`src/rtl/tcam_cmd_ctrl.sv`:
```
// tcam_cmd_ctrl: host-side command sequencer for the SRAM-based TCAM port (write / search / flush).
// Define TCAM_CTRL_FLUSH_EN to build the FLUSH sweep; otherwise op=2 is answered as a reserved op.
module tcam_cmd_ctrl #(
  parameter int SRCH_LAT   = 1,
  parameter int FLUSH_ROWS = 1024
) (
  input  logic        in_clk,
  input  logic        in_rstn,
  input  logic        in_cmd_valid,
  output logic        out_cmd_ready,
  input  logic [1:0]  in_cmd_op,
  input  logic [27:0] in_cmd_addr,
  input  logic [31:0] in_cmd_wdata,
  input  logic [3:0]  in_cmd_wmask,
  input  logic [4:0]  in_cmd_tag,
  output logic        out_resp_valid,
  input  logic        in_resp_ready,
  output logic [5:0]  out_resp_pma,
  output logic [4:0]  out_resp_tag,
  output logic        out_resp_err,
  output logic        out_tcam_csb,
  output logic        out_tcam_web,
  output logic [3:0]  out_tcam_wmask,
  output logic [27:0] out_tcam_addr,
  output logic [31:0] out_tcam_wdata,
  input  logic [5:0]  in_tcam_pma,
  output logic        out_busy
);

  if (SRCH_LAT < 1 || SRCH_LAT > 7 || FLUSH_ROWS < 2) begin : g_param_chk
    $error("tcam_cmd_ctrl: SRCH_LAT must be 1..7 and FLUSH_ROWS at least 2");
  end

  typedef enum logic [2:0] {
    S_IDLE, S_WR, S_SRCH, S_SWAIT,
`ifdef TCAM_CTRL_FLUSH_EN
    S_FLUSH,
`endif
    S_RESP
  } state_e;

  localparam logic [2:0] LAT_INIT = 3'(SRCH_LAT - 1);

  state_e      state_q, state_d;
  logic [2:0]  lat_q, lat_d;
  logic [4:0]  tag_q, tag_d;
  logic [5:0]  pma_q, pma_d;
  logic        err_q, err_d;
  logic        csb_q, csb_d, web_q, web_d;
  logic [3:0]  wmask_q, wmask_d;
  logic [27:0] addr_q, addr_d;
  logic [31:0] wdata_q, wdata_d;

`ifdef TCAM_CTRL_FLUSH_EN
  localparam int            FCW      = $clog2(FLUSH_ROWS);
  localparam logic [FCW-1:0] LAST_ROW = FCW'(FLUSH_ROWS - 1);
  logic [FCW-1:0] cnt_q, cnt_d;

  always_ff @(posedge in_clk or negedge in_rstn) begin
    if (!in_rstn) cnt_q <= '0;
    else          cnt_q <= cnt_d;
  end
`endif

  always_ff @(posedge in_clk or negedge in_rstn) begin
    if (!in_rstn) state_q <= S_IDLE;
    else          state_q <= state_d;
  end

  always_comb begin
    state_d = state_q;
    lat_d   = lat_q;
`ifdef TCAM_CTRL_FLUSH_EN
    cnt_d   = cnt_q;
`endif
    case (state_q)
      S_IDLE: if (in_cmd_valid) begin
        case (in_cmd_op)
          2'd0:    state_d = S_WR;
          2'd1:    state_d = S_SRCH;
`ifdef TCAM_CTRL_FLUSH_EN
          2'd2: begin
            state_d = S_FLUSH;
            cnt_d   = '0;
          end
`endif
          default: state_d = S_RESP;
        endcase
      end
      S_WR:   state_d = S_RESP;
      S_SRCH: begin
        state_d = S_SWAIT;
        lat_d   = LAT_INIT;
      end
      // the cycle that sees lat_q==0 is the one that samples the match address
      S_SWAIT: if (lat_q == 3'd0) state_d = S_RESP;
               else               lat_d   = lat_q - 3'd1;
`ifdef TCAM_CTRL_FLUSH_EN
      S_FLUSH: if (cnt_q == LAST_ROW) state_d = S_RESP;
               else                   cnt_d   = cnt_q + FCW'(1);
`endif
      S_RESP:  if (in_resp_ready) state_d = S_IDLE;
      default: state_d = S_IDLE;
    endcase
  end

  // TCAM pins are registered, so they are computed from the state being entered.
  always_comb begin
    tag_d   = tag_q;
    pma_d   = pma_q;
    err_d   = err_q;
    csb_d   = 1'b1;
    web_d   = 1'b1;
    wmask_d = '0;
    addr_d  = '0;
    wdata_d = '0;
    if (state_q == S_IDLE && in_cmd_valid) begin
      tag_d = in_cmd_tag;
      pma_d = '0;
      err_d = (state_d == S_RESP);
    end
    if (state_q == S_SWAIT && lat_q == 3'd0) pma_d = in_tcam_pma;
    case (state_d)
      S_WR: begin
        csb_d   = 1'b0;
        web_d   = 1'b0;
        wmask_d = in_cmd_wmask;
        addr_d  = in_cmd_addr;
        wdata_d = in_cmd_wdata;
      end
      S_SRCH: begin
        csb_d  = 1'b0;
        addr_d = in_cmd_addr;
      end
`ifdef TCAM_CTRL_FLUSH_EN
      S_FLUSH: begin
        csb_d   = 1'b0;
        web_d   = 1'b0;
        wmask_d = 4'hF;
        addr_d  = 28'(cnt_d);
      end
`endif
      default: ;
    endcase
  end

  always_ff @(posedge in_clk or negedge in_rstn) begin
    if (!in_rstn) begin
      lat_q   <= '0;
      tag_q   <= '0;
      pma_q   <= '0;
      err_q   <= 1'b0;
      csb_q   <= 1'b1;
      web_q   <= 1'b1;
      wmask_q <= '0;
      addr_q  <= '0;
      wdata_q <= '0;
    end else begin
      lat_q   <= lat_d;
      tag_q   <= tag_d;
      pma_q   <= pma_d;
      err_q   <= err_d;
      csb_q   <= csb_d;
      web_q   <= web_d;
      wmask_q <= wmask_d;
      addr_q  <= addr_d;
      wdata_q <= wdata_d;
    end
  end

  assign out_cmd_ready  = (state_q == S_IDLE);
  assign out_busy       = (state_q != S_IDLE);
  assign out_resp_valid = (state_q == S_RESP);
  assign out_resp_pma   = pma_q;
  assign out_resp_tag   = tag_q;
  assign out_resp_err   = err_q;
  assign out_tcam_csb   = csb_q;
  assign out_tcam_web   = web_q;
  assign out_tcam_wmask = wmask_q;
  assign out_tcam_addr  = addr_q;
  assign out_tcam_wdata = wdata_q;

endmodule

```
`config.mk`:
```
export PLATFORM = sky130hd
export DESIGN_NAME = tcam_cmd_ctrl
export DESIGN_NICKNAME = d
export VERILOG_FILES = /design/src/rtl/tcam_cmd_ctrl.sv
export SDC_FILE = /design/constraint.sdc
export NUM_CORES = 1
export LEC_CHECK = 0
export BUFFER_PORTS_ARGS = -buffer_cell sky130_fd_sc_hd__buf_2
export CAP_MARGIN = 15
export CORE_UTILIZATION = 44
export CTS_CLUSTER_DIAMETER = 150
export CTS_CLUSTER_SIZE = 40
export DETAILED_ROUTE_END_ITERATION = 8
export GPL_ROUTABILITY_DRIVEN = 0
export HOLD_SLACK_MARGIN = 0.15
export PLACE_DENSITY_LB_ADDON = 0.12
export SYNTH_ARGS = -nofsm -noshare
export SYNTH_HDL_FRONTEND = slang
export SYNTH_SLANG_ARGS = --single-unit
export TNS_END_PERCENT = 5
```
`constraint.sdc`:
```
create_clock -name in_clk -period 2 [get_ports in_clk]
set_input_delay 0.2 -clock in_clk [delete_from_list [all_inputs] [get_ports in_clk]]
set_output_delay 0.2 -clock in_clk [all_outputs]
set_load 0.05 [all_outputs]
```
==> results by group, run 1 <==
Status
  – Result of the run: complete, but fails checks
  – Violated checks: design-rule violations

Timing
  – Final Cycle Share: 90.6%
  – Final Critical Period: roughly 1800 ps
  – Fin Setup TNS: 0 ps
  – Fmax: about 550 MHz
  – Unrepaired setup endpoints after global routing: false
  – Max-slew violation count: 0
  – Final setup violation count: 0
  – Fin Clk Skew: approximately 10 ps
  – Actual transition at the worst max-transition pin: roughly 420 ps
  – Max-slew headroom at the worst pin: between 70 and 80%
  – Hold violation total from the final report: 0

Route
  – Avg Vias per Cell: roughly 4.5
  – Detail-routed net length per standard cell: ~14 µm
  – Detailed-routing iteration count for the pre-antenna-repair pass: 6
  – Post-route DRC: 9
  – Antenna Violating Nets Remaining: 0
  – Starting DRT DRC Count: around 130
  – Routed Wire Length: ~8100 µm
  – Vias: roughly 2500

Floorplanning
  – Die width: between 80 and 90 µm
  – Y dimension of the die: about 84 µm
  – Placeable core region: roughly 6500 µm²
  – Overall die area: 7120 µm²
  – Top-level I/O count: about 160
  – Number of core rows: 29
  – Initial Util: between 40% and 50%

Worst setup path
  – WP data arrival: about 1600 ps
  – Element type at the critical path end: primary output
  – RR Startpoint: state_q[2]$_DFF_PN0_
  – Buffer and inverter count on the worst path: 3
  – Crit-path cells: buf_4 > or3_1 > inv_1 > buf_2
  – Data required time of the worst path: approximately 1800 ps
  – Cell with the biggest individual delay on the critical path: or3_1
  – Depth of the worst register-to-register path: 4
  – Register-to-register setup slack: ~320 ps
  – Setup CP Type: reg2out
  – Cell class contributing the biggest share of worst-path delay: buffers and inverters
  – Critical path fanouts, max: 11
  – Kind of start point of the critical path: flop
  – Slowest stage delay, CP: between 400 and 500 ps
  – Reg-to-reg endpoint: out_tcam_addr[8]$_DFF_PN0_

Layout
  – Number of cells in the finished layout apart from fillers: between 500 and 600
  – Proportion of layout cells with a drive suffix above 1: between 30% and 40%
  – Final net count: between 500 and 600
  – Layout area overhead: 65.9%
  – Total inserted antenna cells: 0

Yosys
  – Portion of netlist area occupied by mux cells: between 2 and 2.5%
  – Parity-gate share of the synthesized area counting xor and xnor cells: 0%
  – Post-synth design cell area: 2990 µm²
  – Number of library cell types mapped by synthesis: 28
  – Fraction of the yosys area taken by sequential cells: between 70% and 80%
  – Number of instances in the synthesized netlist: around 230
  – Adder-cell area share of the yosys netlist: less than 1%
  – Simple logic cell fraction of the synthesized area: between 20% and 30%
  – Yosys reg bits: 84
  – Compound-Gate Fraction of Synth Area: approximately 1.9%
  – Nets in the synthesized netlist: 314
  – Avg Inst Size Synth: ~13 µm²
  – Synth Warn #: 0
  – Largest family of logic cells by synthesized area: simple AND/OR/NAND/NOR gates

CTS
  – Buffers from clock root to sink, at most: 2
  – CTS tree: done
  – Deepest level of the CTS H-tree: 3
  – Number of buffers inserted during clock tree synthesis: 9
  – CTS root buf: clkbuf_8
  – Number of sinks driven by the clock tree: 84
  – Worst-path clk slew: around 80 ps
  – Count of buffers added by post-CTS timing repair for setup: 0
  – Clock latency reported for the late side of the worst-skew pair: around 340 ps
  – Quantity of gates resized following cts: 0

Power
  – Proportion of power drawn by combinational gates: 36.1%
  – Sequential share of power: 37.0%
  – Switching share of power: between 30% and 40%
  – Peak supply drop: 0.000691 V
  – Psw: about 2200 µW
  – Internal portion of total power: roughly 3400 µW
  – Final Total Pwr: 5580 µW
  – Clock power frac: a little over a quarter
  – P_leak: between 0.002 and 0.003 µW
  – Power density over the cells: 1130 nW/µm²

GRT
  – Via count of the first global-routing pass: 2805
  – Met3 usage in global routing: under 10%
  – Largest net degree at the start of global routing: 39
  – Global Route Usage Sum: 23.5%
  – Met2 track demand over resource in global routing: 43.7%
  – Initial antenna violation count: 0
  – Overflow left after global routing: 0
  – Met1 routing resource usage after global routing: between 20% and 30%
  – Peak-usage layer in the global routing report: met2
  – First-pass GRT wire length: roughly 13000 µm

Placement
  – IO Port Bufs: about 160
  – Estimated wirelength of the detail-placed design: around 4800 µm
  – Number of placed instances with taps included: around 470

Min path
  – Hold/Removal Path Class: in2reg
  – Cell depth of the worst min-delay path: 3
  – Hold EP: out_resp_err$_DFFE_PN0P_
  – Hold_sp: in_cmd_op[1]

Run
  – Number of violations of the max-capacitance limit: 0
==> power by group through the flow <==
stage | clock [µW] | sequential, µW | combinational, µW
global placement | 0 | 2070 | 1880
CTS | 1530 | 2060 | 2020
floorplan | 0 | 2860 | 595
detailed placement | 0 | 2090 | 1900
global route | 1590 | 2090 | 2120
finish | 1500 | 2060 | 2010
==> cell usage in the layout, fill, tap and decap left out <==
cell,n
buf_2,160
dfrtp_1,82
dlygate4sd3_1,78
and2_1,64
nand2_1,26
inv_1,12
clkbuf_8,11
buf_4,7
mux2i_1,6
nor2b_1,4
nand2b_1,3
o21ai_0,3
bufinv_16,3
a21o_1,2
nand3_1,2
o22ai_1,2
ha_1,2
dfstp_2,2
buf_12,2
nor3b_2,1
or3_1,1
or4b_1,1
nor3_4,1
a21oi_1,1
or2_2,1
nor2_1,1
nor4b_1,1
nor3_1,1
a41o_1,1
nand4bb_1,1
clkinvlp_4,1
inv_6,1
==> cell usage after synthesis, drive strengths merged <==
library cell  count  area, µm²
inv              12       45.0
or3               1       6.26
dfrtp            82       2050
buf               4       38.8
a41o              1       10.0
nor4b             1       8.76
nor2              1       3.75
nand2            26       97.6
clkbuf            6       27.5
nand3             2       10.0
a21oi             1       5.00
or4b              1       10.0
nand4bb           1       11.3
nor2b             4       25.0
mux2i             6       60.1
nand2b            3       18.8
and2             64        400
nor3              2       21.3
nor3b             1       7.51
or2               1       6.26
o21ai             3       15.0
dfstp             2       52.6
ha                2       25.0
a21o              2       15.0
o22ai             2       12.5
==> repair_timing <==
action / CTS / global route
hold buffers: 78 / 0
endpoints found under the setup margin: 0 / 0
endpoints found under the hold margin: 107 / 0
==> worst max path at each step <==
stage | depth (start not counted) | slack (ps) | from | endpoint
CTS | 4 | 160 | state_q[0]$_DFF_PN0_ | out_cmd_ready
global placement | 4 | 400 | state_q[2]$_DFF_PN0_ | out_tcam_addr[15]$_DFF_PN0_
floorplan | 3 | 220 | state_q[0]$_DFF_PN0_ | out_cmd_ready
detailed placement | 4 | 340 | state_q[1]$_DFF_PN0_ | out_tcam_addr[8]$_DFF_PN0_
finish | 4 | 190 | state_q[0]$_DFF_PN0_ | out_cmd_ready
global route | 4 | 100 | state_q[0]$_DFF_PN0_ | out_cmd_ready
==> final cells by class <==
type / instances / area, µm²
clock buffers: 11 / 151
clock inverters: 5 / 106
fillers: 414 / 1510
inverters: 12 / 45.0
multi-input cells: 125 / 774
flip-flops and latches: 84 / 2100
well taps: 77 / 96.3
repair buffers: 247 / 1670
==> routing by layer <==
| metal | vias to the layer above | share of wire [%] |
|---|---|---|
| met1 | 1191 | 37 |
| met5 | - | 0 |
| met3 | 18 | 7.1 |
| li1 | 1206 | - |
| met4 | 0 | 2.3 |
| met2 | 117 | 54 |
==> kinds of logic after synthesis <==
kind of cell    Yosys count
compound gates            9
fa+ha+maj                 2
buf+inv                  22
flops                    84
mux                       6
simple gates            108
==> state kept, by name (all words and copies together), names as in the netlist <==
signal / flops
lat_q: 3
out_resp_err: 1
out_resp_pma: 6
out_resp_tag: 5
out_tcam_addr: 28
out_tcam_csb: 1
out_tcam_wdata: 32
out_tcam_web: 1
out_tcam_wmask: 4
state_q: 3
==> metrics by stage <==
| stage | util, % | area, µm² | setup slack [ps] | hold slack (ps) |
|---|---|---|---|---|
| finish | 76.7 | 4950 | 188 | 167 |
| global route | 76.7 | 4950 | 100 | 162 |
| CTS | 76.7 | 4950 | 159 | 152 |
| detailed placement | 60.6 | 3910 | 336 | 169 |
| global placement | 60.6 | 3910 | 395 | 165 |
| floorplan | - | 2990 | 223 | -95.6 |
==> worst min-delay path, cell delays in order <==
cell and delay, ps:
buf_2 130, nand2_1 80, nand2_1 50
(Power assumes the default switching activity.)
==> run 2, diff against run 1 <==
REMOVE_ABC_BUFFERS = 1   (was not set)
==> run 2 against run 1 <==
Die area stayed put. Largest cell class unchanged. Non-clock buffer count stayed put. Power is 3.5% lower. Critical path depth stayed put. Worst hold slack better by 240 ps. Clock-buffer cell count is 1 lower. First-iteration DRC count is 6.3% higher. The flow still finishes with violations (design-rule violations). Via count is 0.67% higher. Combinational power hardly changed. Core utilization is 0.54 points lower. Clock power is 12% lower.
==> results by group, run 2 (synthesized netlist as in run 1, its figures left out) <==
Worst setup path
  – Depth of the worst register-to-register path: 4
  – Setup CP Type: reg2out
  – Critical path fanouts, max: 11
  – RR Startpoint: state_q[2]$_DFF_PN0_
  – Reg-to-reg endpoint: out_tcam_wdata[22]$_DFF_PN0_
  – Data required time of the worst path: about 1800 ps
  – Kind of start point of the critical path: flop
  – Element type at the critical path end: primary output
  – Register-to-register setup slack: 280 ps
  – Critical Path Start: state_q[0]$_DFF_PN0_
  – WP data arrival: around 1600 ps

Run
  – Number of violations of the max-capacitance limit: 0

Status
  – Violated checks: design-rule violations
  – Result of the run: complete, but fails checks

Layout
  – Final net count: approximately 560
  – Post-route design area: slightly below 5000 µm²
  – Utilization after layout: 76.1%
  – Proportion of layout cells with a drive suffix above 1: around two fifths
  – Layout area overhead: 64.7%
  – Most common cell after layout, fill and taps aside: buf_2
  – Most frequent cells in the layout: buf_2 (160), dfrtp_1 (82), dlygate4sd3_1 (79)
  – Number of flip-flops in the largest register: 32
  – Total inserted antenna cells: 0

Floorplanning
  – Y dimension of the die: 84.4 µm
  – Number of core rows: 29
  – Die width: ~84 µm
  – Overall die area: 7120 µm²
  – Top-level I/O count: between 150 and 200
  – Placeable core region: about 6500 µm²
  – Initial Util: approximately 46%

Route
  – Routed Wire Length: 7810 µm
  – Detail-routed net length per standard cell: around 14 µm
  – Vias: 2549
  – Avg Vias per Cell: around 4.5
  – Starting DRT DRC Count: between 100 and 150
  – Antenna Violating Nets Remaining: 0
  – Detailed-routing iteration count for the pre-antenna-repair pass: 6
  – Post-route DRC: 8

Timing
  – Fin Setup TNS: 0 ps
  – Final Critical Period: 1810 ps
  – Max-slew headroom at the worst pin: approximately 70%
  – Final setup violation count: 0
  – Hold violation total from the final report: 0
  – Fin Clk Skew: ~6.6 ps
  – Final Cycle Share: about nine tenths
  – Actual transition at the worst max-transition pin: around 450 ps
  – Fmax: 554 MHz
  – Unrepaired setup endpoints after global routing: false
  – Max-slew violation count: 0

Placement
  – Estimated wirelength of the detail-placed design: about 4400 µm
  – Cell area after placement: 3900 µm²
  – IO Port Bufs: 161

CTS
  – Number of sinks driven by the clock tree: 84
  – Quantity of gates resized following cts: 0
  – Number of buffers inserted during clock tree synthesis: 9
  – Worst-path clk slew: around 80 ps
  – Deepest level of the CTS H-tree: 3
  – CTS root buf: clkbuf_8
  – CTS tree: done
  – Clock latency reported for the late side of the worst-skew pair: about 330 ps
  – Buffers from clock root to sink, at most: 2

Power
  – Final Total Pwr: about 5400 µW
  – P_leak: around 0.0028 µW
  – Power density over the cells: ~1100 nW/µm²
  – Peak supply drop: just under 0.0008 V

GRT
  – Initial antenna violation count: 0
  – Via count of the first global-routing pass: between 2000 and 3000
  – First-pass GRT wire length: between 10000 and 15000 µm
  – Largest net degree at the start of global routing: 85
  – Global Route Usage Sum: between 20% and 30%
  – Overflow left after global routing: 0

Min path
  – Hold/Removal Path Class: in2async
[run 2: worst max path at each step]
stage	endpoint	slack, ps	cells after the start
floorplan	out_tcam_addr[0]$_DFF_PN0_	-180	3
global placement	out_tcam_addr[4]$_DFF_PN0_	390	4
detailed placement	out_tcam_wmask[2]$_DFF_PN0_	330	4
CTS	out_cmd_ready	180	4
global route	out_cmd_ready	130	4
finish	out_cmd_ready	190	4
[run 2: layer usage]
metal  global-route usage [%]  wire, µm  part of all wire (%)
met1                     25.9      2990                    38
met2                     40.5      4090                    52
met3                     5.90       492                   6.3
met5                        0         0                     0
met4                     12.6       246                   3.1
[run 2: power by group]
group          switching (µW)  total (µW)  internal [µW]
Sequential                114        2060           1940
Combinational            1440        2010            565
Clock                     581        1320            738
[run 2: layout make-up]
cell class / instances / area [µm²]
clock inverters: 6 / 87.6
inverters: 12 / 45.0
flip-flops and latches: 84 / 2100
fillers: 431 / 1540
well taps: 77 / 96.3
repair buffers: 247 / 1680
clock buffers: 10 / 138
multi-input cells: 125 / 769
[run 2: critical path, cell delays in order, from the launching register on]
cell     delay (ps)
dfrtp_1         390
buf_4           180
or3_1           400
inv_1            60
buf_2           250
[run 2: stage by stage]
step	hold slack [ps]	worst slack, ps	std cells
after floorplan	-95.6	-181	221
after global placement	270	394	466
after detailed placement	269	329	466
after CTS	383	182	561
after global routing	402	132	561
final	403	194	561
[run 2: repair_timing]
action / 4_1_cts / 5_1_grt
hold buffers: 79 / 0
endpoints found under the hold margin: 160 / 0
setup buffers: 0 / 0
